==> config.mk <==
export PLATFORM = sky130hd
export DESIGN_NAME = irq_controller
export DESIGN_NICKNAME = d
export VERILOG_FILES = /design/src/rtl/irq_pkg.sv /design/src/rtl/irq_priority_encoder.sv /design/src/rtl/irq_controller.sv
export SDC_FILE = /design/constraint.sdc
export NUM_CORES = 1
export LEC_CHECK = 0
export ABC_AREA = 1
export CAP_MARGIN = 20
export CELL_PAD_IN_SITES_DETAIL_PLACEMENT = 0
export CELL_PAD_IN_SITES_GLOBAL_PLACEMENT = 1
export CORE_MARGIN = 2
export CORE_UTILIZATION = 17
export DETAILED_ROUTE_END_ITERATION = 8
export PLACE_DENSITY_LB_ADDON = 0.1
export SKIP_CTS_REPAIR_TIMING = 1
export SLEW_MARGIN = 10
export SYNTH_ARGS = -nofsm -noshare
export SYNTH_HDL_FRONTEND = slang
export SYNTH_HIERARCHICAL = 1
export SYNTH_SLANG_ARGS = --single-unit
==> constraint.sdc <==
create_clock -name clk_i -period 2.4 [get_ports clk_i]
set_clock_uncertainty 0.1 [all_clocks]
set_input_delay 0.48 -clock clk_i [delete_from_list [all_inputs] [get_ports clk_i]]
set_output_delay 0.48 -clock clk_i [all_outputs]
set_load 0.02 [all_outputs]
==> src/rtl/irq_pkg.sv <==
// Shared types and constants for the interrupt controller.
package irq_pkg;

    typedef enum logic [1:0] {
        IDLE,
        HANDLING,
        RET
    } irq_state_e;

    localparam int          NUM_IRQ           = 16;
    localparam int          IRQ_CAUSE_BASE    = 16;
    localparam logic [31:0] EXC_ILLEGAL_CAUSE = 32'h0000_0002;
    localparam logic [31:0] INT_CAUSE_FLAG    = 32'h8000_0000;

endpackage

==> src/rtl/irq_priority_encoder.sv <==
// Lowest-index-first selection over the eligible request lines.
module irq_priority_encoder
    import irq_pkg::*;
(
    input  logic [NUM_IRQ-1:0] req,
    output logic [3:0]         idx,
    output logic               valid
);

    always_comb begin
        idx   = '0;
        valid = |req;
        for (int i = NUM_IRQ - 1; i >= 0; i--) begin
            if (req[i]) begin
                idx = 4'(i);
            end
        end
    end

endmodule

==> src/rtl/irq_controller.sv <==
// Single-level interrupt controller: exception/interrupt trap request,
// mcause generation and one-shot acknowledge after mret.
module irq_controller
    import irq_pkg::*;
(
    input  logic               clk_i,
    input  logic               rst_i,
    input  logic               exception_i,
    input  logic [NUM_IRQ-1:0] irq_req_i,
    input  logic [31:0]        mie_i,
    input  logic               mret_i,
    input  logic               stall_i,
    output logic               trap_o,
    output logic [31:0]        mcause_o,
    output logic [NUM_IRQ-1:0] irq_ret_o,
    output logic               busy_o
);

    irq_state_e         state_q, state_d;
    logic [3:0]         idx_q, idx_d;
    logic [NUM_IRQ-1:0] eligible;
    logic [3:0]         sel_idx;
    logic               sel_valid;
    logic               take;
    logic               unused_mie;

    assign eligible   = irq_req_i & mie_i[31:16];
    assign unused_mie = ^mie_i[15:0];

    irq_priority_encoder u_prio (
        .req   (eligible),
        .idx   (sel_idx),
        .valid (sel_valid)
    );

    // Exceptions always win; an interrupt is only taken from a quiet IDLE.
    assign take = (state_q == IDLE) && sel_valid && !exception_i && !stall_i;

    always_comb begin
        trap_o   = 1'b0;
        mcause_o = '0;
        if (rst_i) begin
            if (exception_i) begin
                trap_o   = 1'b1;
                mcause_o = EXC_ILLEGAL_CAUSE;
            end else if (take) begin
                trap_o   = 1'b1;
                mcause_o = INT_CAUSE_FLAG
                         | (32'(IRQ_CAUSE_BASE) + 32'(sel_idx));
            end
        end
    end

    always_comb begin
        state_d = state_q;
        idx_d   = idx_q;
        unique case (state_q)
            IDLE: begin
                if (take) begin
                    state_d = HANDLING;
                    idx_d   = sel_idx;
                end
            end
            HANDLING: begin
                if (mret_i && !exception_i) begin
                    state_d = RET;
                end
            end
            RET: begin
                state_d = IDLE;
            end
            default: begin
                state_d = IDLE;
            end
        endcase
    end

    always_ff @(posedge clk_i or negedge rst_i) begin
        if (!rst_i) begin
            state_q <= IDLE;
            idx_q   <= '0;
        end else begin
            state_q <= state_d;
            idx_q   <= idx_d;
        end
    end

    assign irq_ret_o = (state_q == RET) ? (NUM_IRQ'(1) << idx_q) : '0;
    assign busy_o    = (state_q != IDLE);

endmodule

==> results.txt, run 1 <==
* Run status: finished with violations
- Violated checks: setup timing
- Portion of the clock cycle consumed by the worst path in the final layout: 1.016
* CTS H-tree depth: 1
* Total non-filler cell area in the finished layout: 2079 um2
- Area growth from synthesis to final layout: 104.7%
- At the worst endpoint, the required time is 1.82 ns.
- The die is 81.31 um wide.
- Maximum clock frequency: 410.1 MHz
- The kind of cell with the highest combined delay along the critical path is buffers and inverters.
* Clock tree from TritonCTS: done
- Of the post-synthesis cell area, the dominant cell type holds 0.1995.
- In the global route stage, overall resource usage came out at 0.07914.
- After detailed routing, the number of remaining DRC violations is 0.
* Cell with the biggest individual delay on the critical path: clkdlybuf4s50_1
* Gate count after technology mapping: 181
- Number of unique standard cell types used by synthesis: 22
* Synthesized cell area: 1016 um2
- Final Setup Violations: 4
- Leakage Power: 1.530 nW
- Measured on the finished design, the core utilization comes to 0.3554.
- By area the synthesized netlist is led by buf_4 (20%), nand2_1 (15%), dfrtp_1 (15%), inv_1 (14%), nor2_1 (8.9%).
- For the final routed database, the setup TNS stands at -0.06979 ns.
- Traced cell by cell, the critical path runs through clkdlybuf4s50_1 > nand2_1 > inv_1 > inv_2 > buf_4 > nand2_1 > nand2_1 > nand2_1 > nand2_1 > nand2_1 > a21oi_2 > inv_2 > nor3_4 > buf_6.
- Once routing completed, OpenROAD measured the worst setup slack at -0.03834 ns.
- After detailed routing, the average wire length per cell comes to 8.147 um.
- Drt initial violations: 25
- Dpl hpwl: about 2300 um
- A synthesized cell averages 5.613 um2.
- Max-cap violations in this run came to 0.
- Across the VDD grid, the largest voltage drop is 115.3 uV.
- Port Buffer Count: 60
* Ratio of total power to cell area: 343.1 nW/um2
- Along the worst path, the maximum fanout reaches 2.
- The setup path with the least slack is of type in -> out.
- After clock tree synthesis, the clock-pin slew on the worst setup and hold paths is 0.03 ns.
- #FFs+latches synth: 6
- The number of hold-slack violations in the final timing report came to 0.
- The tightest min-delay check is of the reg -> reg type.
- In the final design database the tool counted 328 nets.
- The first detailed-routing pass ran for 4 iterations.
- Worst Hold Margin: approximately 0.39 ns
- Antenna violations before repair: 0
- Clock root buffer master: clkbuf_8
* Total clock sinks: 6
* Final estimated routing congestion in global placement: between 0.6 and 0.7
- The initialized floorplan defines 28 standard-cell rows.
- From bottom edge to top edge, the die measures roughly 80 um.
* Wirelength, routed: 2835 um
- Via count of the first global-routing pass: 1068
- Data arrival time of the worst path: 1.86 ns
* Largest net degree at the start of global routing: 10
- The clock passes through at most 2 buffers.
* Setup repair after global routing missed its margin: true
- Routed vias/inst: 3.569
* Insertion delay of the later-clocked pin in the worst-skew pair: 0.22 ns
* Number of cells in the design after placement: 340
- Antenna Nets Post-Route: 0
* Top-level port count: 103
- The die covers 6611 um2.
- Excluding fillers, the count of instances in the completed layout stands at 348.
- Type of element launching the critical path: primary input
- Subtracting the final worst setup slack from the clock period gives around 2.4 ns.
* Syn. warnings: 6
- Cell taking the most area after synthesis: buf_4
- Fill cells in the final layout number 672.
- The top cell types in the final layout, fill and taps aside, are dlymetal6s2s_1 (39), nand2_1 (35), buf_4 (30).
- For this run, the register share of the synthesized area comes to 0.1478.
- Fraction of layout instances using a drive strength above 1: 0.3663
- Together, buffers and inverters on the worst path number 6.
- The first global-routing pass estimated 4229 um of wire.
* Overall overflow remaining after global route: 0
* N_diodes: 0
- Starting Density: 0.1737
- Standard cell core area: 5851 um2
- DR vias: 1242
- Area after DPL: roughly 1800 um2
* Maximum single-stage delay on the critical path: 0.39 ns
- Among the stages of the critical path, the cell type that occurs most often is nand2_1.
- Leaving out fill and tap cells, the most frequent cell in the layout is dlymetal6s2s_1.
- The worst setup path is captured at an output pin.
- Max-slew violations: 0
- Counting the buffers created by CTS gives 3.
==> flip-flops by register name (all words and copies together), names as in the netlist <==
name	flops
idx_q	4
state_q	2
==> final timing paths <==
check	startpoint	end	slack, ns	cells past startpoint
min reg2reg	state_q[1]$_DFFE_PN0P_	state_q[1]$_DFFE_PN0P_	0.39	1
max	mie_i[22]	mcause_o[0]	-0.04	14
min in group asynchronous	rst_i	state_q[1]$_DFFE_PN0P_	0.52	2
max reg2reg	state_q[1]$_DFFE_PN0P_	idx_q[0]$_DFFE_PN0P_	0.98	7
max in group asynchronous	rst_i	idx_q[0]$_DFFE_PN0P_	1.56	2
min	state_q[1]$_DFFE_PN0P_	state_q[1]$_DFFE_PN0P_	0.39	1
==> routing by layer <==
metal  up-vias  wire length (um)  GRT usage
met5         -                 0          0
met4         0                25    0.03559
met3         2               246   0.008889
met2        47              1413     0.1443
met1       528              1149    0.09176
li1        665                 -          -
==> synth_stat cells <==
cell type / number
nand2_1: 41
inv_1: 39
buf_4: 27
nor2_1: 24
nand3_1: 13
inv_2: 7
dfrtp_1: 6
o21ai_2: 4
a21oi_1: 3
nor3_1: 3
nor3_2: 2
nor4_1: 2
a21oi_2: 1
buf_6: 1
conb_1: 1
nand4_1: 1
nand4_2: 1
nor2_2: 1
nor3_4: 1
o211ai_1: 1
o21ai_0: 1
or2_1: 1
==> worst register-to-register path, delay by kind of cell, from the launching register on <==
| kind | cells | cell delay [ns] |
|---|---|---|
| buffers and inverters | 3 | 0.43 |
| DFF | 1 | 0.39 |
| AOI/OAI and AO/OA | 1 | 0.05 |
| and+or+nand+nor | 3 | 0.33 |
==> kinds of logic after synthesis <==
| kind of cell | count (synthesis) | synth area share |
|---|---|---|
| compound gates | 10 | 0.07019 |
| flops | 6 | 0.1478 |
| buf+inv | 74 | 0.3805 |
| other cells | 1 | 0.003691 |
| simple gates | 90 | 0.3978 |
==> layout make-up <==
| class | count | area (um2) | share of cell area |
|---|---|---|---|
| tap | 75 | 93.84 | 0.04513 |
| clock buffer | 3 | 41.29 | 0.01986 |
| multi-input combinational | 126 | 683.2 | 0.3285 |
| inverter | 46 | 172.7 | 0.08303 |
| sequential | 6 | 150.1 | 0.07220 |
| timing repair buffer | 92 | 938.4 | 0.4513 |
==> per-stage QoR <==
| stage | power, mW | worst slack [ns] |
|---|---|---|
| floorplan | 0.3979 | 0.01961 |
| global placement | 0.5385 | -0.8440 |
| detailed placement | 0.5375 | -0.8282 |
| CTS | 0.6941 | -0.8333 |
| global route | 0.7848 | -0.2359 |
| finish | 0.7135 | -0.03834 |
==> report_power, final <==
group          internal [mW]  switching, mW  total [mW]  leakage [nW]
Clock                  0.107         0.0397       0.147        0.0216
Combinational          0.184          0.221       0.405          1.43
Sequential             0.127         0.0347       0.162        0.0782
Total                  0.418          0.295       0.713          1.53
Power figures use the tool's default switching activity.
==> run 2, diff against run 1 <==
Settings changed: CORE_UTILIZATION 17 to 15.
Clock period 2.4 ns to 2.24 ns, I/O delays scaled along.
==> results.txt, run 2 (synthesis results as in run 1) <==
- The flow ran to the end, but the final reports show violations.
* Violated checks: setup timing
- The number of I/O port buffers was 60 (unchanged).
* End of the worst hold path: state_q[1]$_DFFE_PN0P_
* GRT met3 Usage: 0.01143 (+0.002540)
- CTS H-tree depth: 1 (unchanged)
- The required time at the endpoint of the critical path was 1.69 ns (-0.13 ns).
- Insertion delay of the later-clocked pin in the worst-skew pair: 0.23 ns (about the same)
- Met2 Use GR: 0.1367 (-0.007546)
- The final setup slack of the worst path came to -0.1171 ns (-0.07878 ns).
- The via count came to 1247 (+0.40%).
- Setup repair after global routing missed its margin: true
- The global routing usage on met1 came to 0.08897 (-0.002789).
- Largest net degree at the start of global routing: 9 (-1)
- The number of primary I/O pins is 103 (unchanged).
- The static leakage is 1.482 nW (-3.1%).
- Relative to the synthesized area, the layout overhead comes to 100.2%.
* Die H: 86.30 um (+6.1%)
- Most flop-heavy register: idx_q
* Area after DPL: 1787 um2 (-1.0%)
* Average routed wire per standard cell: 8.441 um (+3.6%)
- The count of standard-cell rows came to 29 (+3.6%).
- The number of buffers created by CTS is 3 (unchanged).
- The worst register-to-register path ends at idx_q[2]$_DFFE_PN0P_.
* Worst Path Class, Setup: in -> out
* Standard cell core area: 6459 um2 (+10%)
- Worst R2R Path Depth: 6 (-1)
- Switch Pwr: 322.7 uW (+9.3%)
* Via count of the first global-routing pass: 1205 (+13%)
- Worst flop-to-flop path startpoint: state_q[1]$_DFFE_PN0P_
- The total length of routed wires is 2929 um (+3.3%).
- Finished Core Util: 0.3150 (-0.04044)
* Most frequent cells in the layout: dlymetal6s2s_1 (35), nand2_1 (32), buf_4 (29)
- The cell depth of the worst min-delay path is 1 (unchanged).
- The worst hold path belongs to the class reg -> reg.
* Final Setup Violations: 6 (+2)
- The remaining antenna violation count after routing is 0 (unchanged).
- Total Die Area: 7448 um2 (+13%)
- The combinational power share is 0.560 (-0.007).
* Crit end category: output pin
* Registers with the most flip-flops: idx_q (4), state_q (2)
* Worst-case vdd ir drop: 88.74 uV (-23%)
- The DRC marker count from the first detailed-route iteration came to 24 (-4.0%).
- The layout cell share with drive strength beyond 1 came to 0.4000 (+0.03370).
* Clock root buffer master: clkbuf_8
- The total congestion overflow is 0 (unchanged).
* Portion of the clock cycle consumed by the worst path in the final layout: 1.052
- Horiz. Die Dim: 86.30 um (+6.1%)
* Clock-pin slew reported for the worst setup and hold paths after clock tree synthesis: 0.04 ns (about the same)
- The worst setup path is launched from a primary input.
- Crit path max fanout: 2 (unchanged)
- # DRC: 0 (unchanged)
- The routed design could run at a clock period as short as 2.357 ns.
- Global-route wire length before repair: 4754 um (+12%)
- Total non-filler cell area in the finished layout: 2034 um2 (-2.2%)
- Reg2reg setup slack: 0.94 ns (-0.04 ns)
- Final Hold Fails: 0 (unchanged)
- Maximum clock frequency: 424.2 MHz
- Total clock sinks: 6 (unchanged)
- The startpoint identified for the worst hold timing path is state_q[1]$_DFFE_PN0P_.
* Max-slew violations: 0 (unchanged)
- Max-cap violations: 0 (unchanged)
* Number of nets in the finished design: 325 (-0.91%)
* Antenna violations before repair: 0 (unchanged)
* Most common cell after layout, fill and taps aside: dlymetal6s2s_1
- Final estimated routing congestion in global placement: 0.7256 (+19%)
- The internal power summed over all cells is 442.0 uW (+5.7%).
- The part of the power in registers was 0.226 (about the same).
- Setup slack after placement: -0.9599 ns (-0.1318 ns)
* Filler cell count: 744 (+11%)
* Number of detailed-route iterations in the first pass: 2 (-2)
- Number of buffers on the longest clock path: 2 (unchanged)
- The final HPWL from detailed placement is 2489 um (+6.9%).
- GRT Max-Usage Layer: met2
* Global-route usage over all layers: 0.07906 (-0.00008481)
- N_diodes: 0 (unchanged)
* Ratio of total power to cell area: 375.9 nW/um2 (+9.6%)
- The starting utilization of the core area was 0.1573 (-0.01635).
- The number of vias per cell after detailed routing was 3.594 (+0.69%).
- TritonCTS built the clock tree.
- Clock network fraction of total power: 0.214 (+0.008)
- The endpoint arrival time on the critical path is 1.81 ns (-0.05 ns).
- The fraction of power spent switching nets is 0.4219 (+0.008354).
* Flip-flop count of the largest register, all copies and words added: 4 (unchanged)
-- run 2: power by group through the flow --
stage          clock (mW)  sequential, mW  combinational [mW]
2_1_floorplan           0           0.165               0.263
3_3_place_gp            0           0.174               0.396
3_5_place_dp            0           0.175               0.395
4_1_cts             0.172           0.173               0.397
5_1_grt             0.182           0.180               0.479
6_report            0.164           0.173               0.428
-- run 2: cell type report --
class | count | area (um2) | share of cell area
Multi-Input combinational cell | 126 | 703.2 | 0.3456
Inverter | 46 | 172.7 | 0.08487
Timing Repair Buffer | 89 | 870.8 | 0.4280
Tap cell | 77 | 96.34 | 0.04736
Clock buffer | 3 | 41.29 | 0.02030
Sequential cell | 6 | 150.1 | 0.07380
-- run 2: how the worst max path moves through the flow --
| stage | from | endpoint | slack [ns] | depth (start not counted) |
|---|---|---|---|---|
| final | mie_i[30] | mcause_o[0] | -0.12 | 21 |
| after global routing | irq_req_i[13] | mcause_o[0] | -0.34 | 20 |
| after CTS | irq_req_i[15] | mcause_o[1] | -0.96 | 14 |
| after detailed placement | irq_req_i[15] | mcause_o[1] | -0.96 | 14 |
| after global placement | irq_req_i[15] | mcause_o[1] | -0.93 | 14 |
| after floorplan | irq_req_i[14] | mcause_o[31] | 0.02 | 9 |
-- run 2: routing by layer --
layer	wire, um	share of wire
met1	1231	0.42
met2	1397	0.48
met3	217	0.074
met4	82	0.028
met5	0	0
-- run 2: through the flow --
step	hold WS [ns]	instances	total power, mW	setup TNS, ns
floorplan	0.05241	206	0.4281	0
global placement	0.3752	338	0.5704	-6.287
detailed placement	0.3767	338	0.5701	-6.215
CTS	0.3831	341	0.7431	-7.446
global route	0.4033	347	0.8408	-1.304
finish	0.3824	347	0.7647	-0.3008
-- run 2: worst max-delay path, cell delays in order --
cell and delay, ns:
buf_6 0.09, nand2_4 0.05, inv_2 0.03, inv_2 0.03
nand2_1 0.05, nand2_1 0.07, nand2_2 0.05, nand2_1 0.06
nand2_1 0.04, nand2_1 0.05, nand2_1 0.06, nand2_2 0.05
nand2_1 0.05, nand2_1 0.06, nand2_1 0.05, nand2_1 0.06
nand2_1 0.06, a21oi_2 0.14, inv_2 0.06, nor3_4 0.11
buf_6 0.14
==> run 3, diff against run 2 <==
Settings changed: CORE_UTILIZATION 15 to 14, SYNTH_HIERARCHICAL 1 to not set.
==> results.txt, run 3 <==
- Run status: finished with violations
- The final reports fail on setup timing.
- The total length of routed wires came to 2810 um (-4.1%).
- # DRC: 0 (unchanged)
- The number of flip-flops in the largest register was 4 (unchanged).
- Main area contributors after synthesis: buf_4 (23%), nand2_1 (18%), dfrtp_1 (17%), nor2_1 (11%), nand2_2 (5.1%)
- Routed vias/inst: 3.613 (+0.53%)
- Type of element launching the critical path: flop
* Cell with the biggest individual delay on the critical path: clkdlybuf4s50_1
- Crit path cell chain: inv_2 > buf_4 > nor2_1 > nand2_1 > nor2_1 > clkdlybuf4s50_1
- The count of standard-cell rows is 28 (-3.4%).
* Crit end category: output pin
- The clock power share came to 0.221 (+0.007).
- Final Hold Fails: 0 (unchanged)
- The largest net degree at the start of global routing is 9 (unchanged).
* Portion of the clock cycle consumed by the worst path in the final layout: 1.050 (-0.002332)
- Die H: 82.70 um (-4.2%)
* Total clock sinks: 6 (unchanged)
* Max-slew violations: 0 (unchanged)
- Number of unique standard cell types used by synthesis: 23 (+4.5%)
- End of the worst hold path: state_q[1]$_DFFE_PN0P_
- Fraction of power spent switching nets: 0.4010 (-0.02099)
* Fraction of layout instances using a drive strength above 1: 0.3542 (-0.04583)
- The net switching power came to 288.5 uW (-11%).
- In the layout the commonest cells are dlymetal6s2s_1 (42), buf_4 (36), conb_1 (26).
- The final HPWL from detailed placement is 2403 um (-3.4%).
- The remaining antenna violation count after routing was 0 (unchanged).
* Combinational group share of total power: 0.545 (-0.015)
- The static leakage came to 1.307 nW (-12%).
- Max-cap violations: 0 (unchanged)
* CTS buffer count: 3 (unchanged)
- Area after DPL: 1655 um2 (-7.4%)
* Overall overflow remaining after global route: 0 (unchanged)
- The critical path is of the reg -> out type.
- #FFs+latches synth: 6 (unchanged)
* Most used flip-flop cell after synthesis: dfrtp_1
- The post-route core utilization came to 0.3214 (+0.006435).
* Most numerous cell on the critical path: nor2_1
- The global routing usage summed across all routing layers is 0.08226 (+0.003203).
- The cell area power density came to 375.9 nW/um2 (about the same).
* Via count of the first global-routing pass: 1081 (-10%)
* Sequential element share of the synthesized area: 0.1732 (+0.02538)
- Clock-pin slew reported for the worst setup and hold paths after clock tree synthesis: 0.03 ns (about the same)
- Most common cell after layout, fill and taps aside: dlymetal6s2s_1
* Area growth from synthesis to final layout: 120.8%
- Worst-case vdd ir drop: 124.0 uV (+40%)
- TritonCTS built the clock tree.
* Average routed wire per standard cell: 8.921 um (+5.7%)
- The via count came to 1138 (-8.7%).
* List of most frequent post-synthesis cells: nand2_1 (41), buf_4 (27), nor2_1 (25), inv_1 (8), nand3_1 (8)
* Insertion delay of the later-clocked pin in the worst-skew pair: 0.22 ns (about the same)
- Worst R2R Path Depth: 10 (+4)
* Worst Hold Margin: 0.3465 ns (-0.03588 ns)
- The part of the power in registers was 0.234 (+0.008).
- Total non-filler cell area in the finished layout: 1914 um2 (-5.9%)
- CTS placed an instance of clkbuf_8 at the clock tree root.
* Global-route wire length before repair: 4367 um (-8.1%)
- The cell total after placement is 305 (-9.8%).
- The post-synthesis area per instance was 5.980 um2 (+6.5%).
* Endpoint of the lowest-slack register-to-register path: idx_q[0]$_DFFE_PN0P_
- Reg2reg setup slack: 0.52 ns (-0.42 ns)
- The count of flip-flops with a built-in enable after synthesis came to 0 (unchanged).
- Hold Crit Start: state_q[1]$_DFFE_PN0P_
- The number of I/O port buffers was 60 (unchanged).
- The share of synthesized registers carrying an async set or reset was 1.000 (unchanged).
* Area share of the largest cell type after synthesis: 0.2338 (+0.03426)
- Summed over all instances, the cell type with the most area after synthesis is buf_4.
- The worst slack at placement came to -0.7424 ns (+0.2175 ns).
- Horiz. Die Dim: 82.70 um (-4.2%)
- The number of endpoints failing setup at the final stage was 9 (+3).
- The starting utilization of the core area was 0.1456 (-0.01172).
- The number of buffers on the longest clock path is 2 (unchanged).
* CP top delay family: buffers and inverters
- The count of inserted antenna diode cells was 0 (unchanged).
- Top-level port count: 103 (unchanged)
* Most frequently used cell type in the post-synthesis netlist: nand2_1
- The post-synthesis instance area came to 867.1 um2 (-15%).
* Final estimated routing congestion in global placement: 0.7241 (-0.21%)
* Critical path buffers and inverters: 3 (-2)
* Syn. warnings: 0 (-6)
- The fmax is 425.2 MHz (+0.22%).
- The final setup slack of the worst path came to -0.1119 ns (+0.005224 ns).
- Crit path max fanout: 8 (+6)
* Standard cell core area: 5956 um2 (-7.8%)
* Hold Path Stages: 1 (unchanged)
- Worst flop-to-flop path startpoint: state_q[0]$_DFFE_PN0P_
- Number of cells in the finished layout apart from fillers: 315 (-9.2%)
- In the final layout, the registers with the most flip-flops are idx_q (4), state_q (2).
- Min cycle time layout: 2.352 ns (-0.005224 ns)
- Gate count after technology mapping: 145 (-20%)
- Most flop-heavy register: idx_q
- Setup repair after global routing could not meet its margin everywhere.
- Number of nets in the finished design: 295 (-9.2%)
- The iteration count of the initial detailed-routing pass was 4 (+2).
- In this run the worst hold path is classified as reg -> reg.
- Data arrival time of the worst path: 1.80 ns (about the same)
- The number of H-tree branching levels came to 1 (unchanged).
* Design internal power: 431.0 uW (-2.5%)
* Required time of the critical path: 1.69 ns (about the same)
* Maximum single-stage delay on the critical path: 0.61 ns (+0.47 ns)
- The DRC marker count from the first detailed-route iteration was 28 (+17%).
- Antenna violations before repair: 0 (unchanged)
- Total Die Area: 6839 um2 (-8.2%)
-- run 3: cell types whose count changed after synthesis, moves of 2 or more --
cell,delta
o21ai_1,+3
inv_1,-31
o21ai_2,-3
inv_2,-4
nor2_2,+2
nor3_1,-2
nand3_1,-5
nand2_2,+7
-- run 3: area by class of cell --
class	count	area, um2
timing repair buffer	94	943.4
inverter	11	41.29
tap	75	93.84
clock buffer	3	41.29
multi-input combinational	126	644.4
sequential	6	150.1
fill	649	4041
-- run 3: power groups by stage --
stage	combinational, mW	sequential (mW)	clock (mW)
finish	0.392	0.169	0.159
global placement	0.370	0.169	0
CTS	0.374	0.169	0.161
global route	0.442	0.174	0.167
detailed placement	0.372	0.171	0
floorplan	0.231	0.163	0
-- run 3: cells by family (layout without fill, tap and decap cells) --
group / after synthesis / count (layout) / share of synthesized area
and+or+nand+nor: 89 / 89 / 0.4488
buffers and inverters: 38 / 108 / 0.2814
AOI/OAI and AO/OA: 11 / 11 / 0.09237
DFF: 6 / 6 / 0.1732
other: 1 / 26 / 0.004325
-- run 3: how the worst max path moves through the flow --
stage | from | endpoint | slack (ns) | depth (start not counted)
finish | state_q[1]$_DFFE_PN0P_ | irq_ret_o[10] | -0.11 | 6
CTS | mie_i[31] | mcause_o[0] | -0.75 | 20
global route | state_q[1]$_DFFE_PN0P_ | irq_ret_o[10] | -0.28 | 6
detailed placement | irq_req_i[15] | mcause_o[0] | -0.74 | 20
floorplan | state_q[0]$_DFFE_PN0P_ | mcause_o[31] | 0.16 | 6
global placement | irq_req_i[15] | mcause_o[1] | -0.75 | 11
-- run 3: metrics by stage --
step | setup TNS [ns] | power [mW]
after floorplan | 0 | 0.3942
after global placement | -4.475 | 0.5388
after detailed placement | -4.408 | 0.5428
after CTS | -6.496 | 0.7043
after global routing | -2.380 | 0.7828
final | -0.8378 | 0.7195
-- run 3: routing by layer --
metal | track usage | wire length, um | vias up
li1 | - | - | 588
met1 | 0.09772 | 1100 | 490
met2 | 0.1403 | 1456 | 57
met3 | 0.01739 | 232 | 3
met4 | 0.03934 | 21 | 0
met5 | 0 | 0 | -
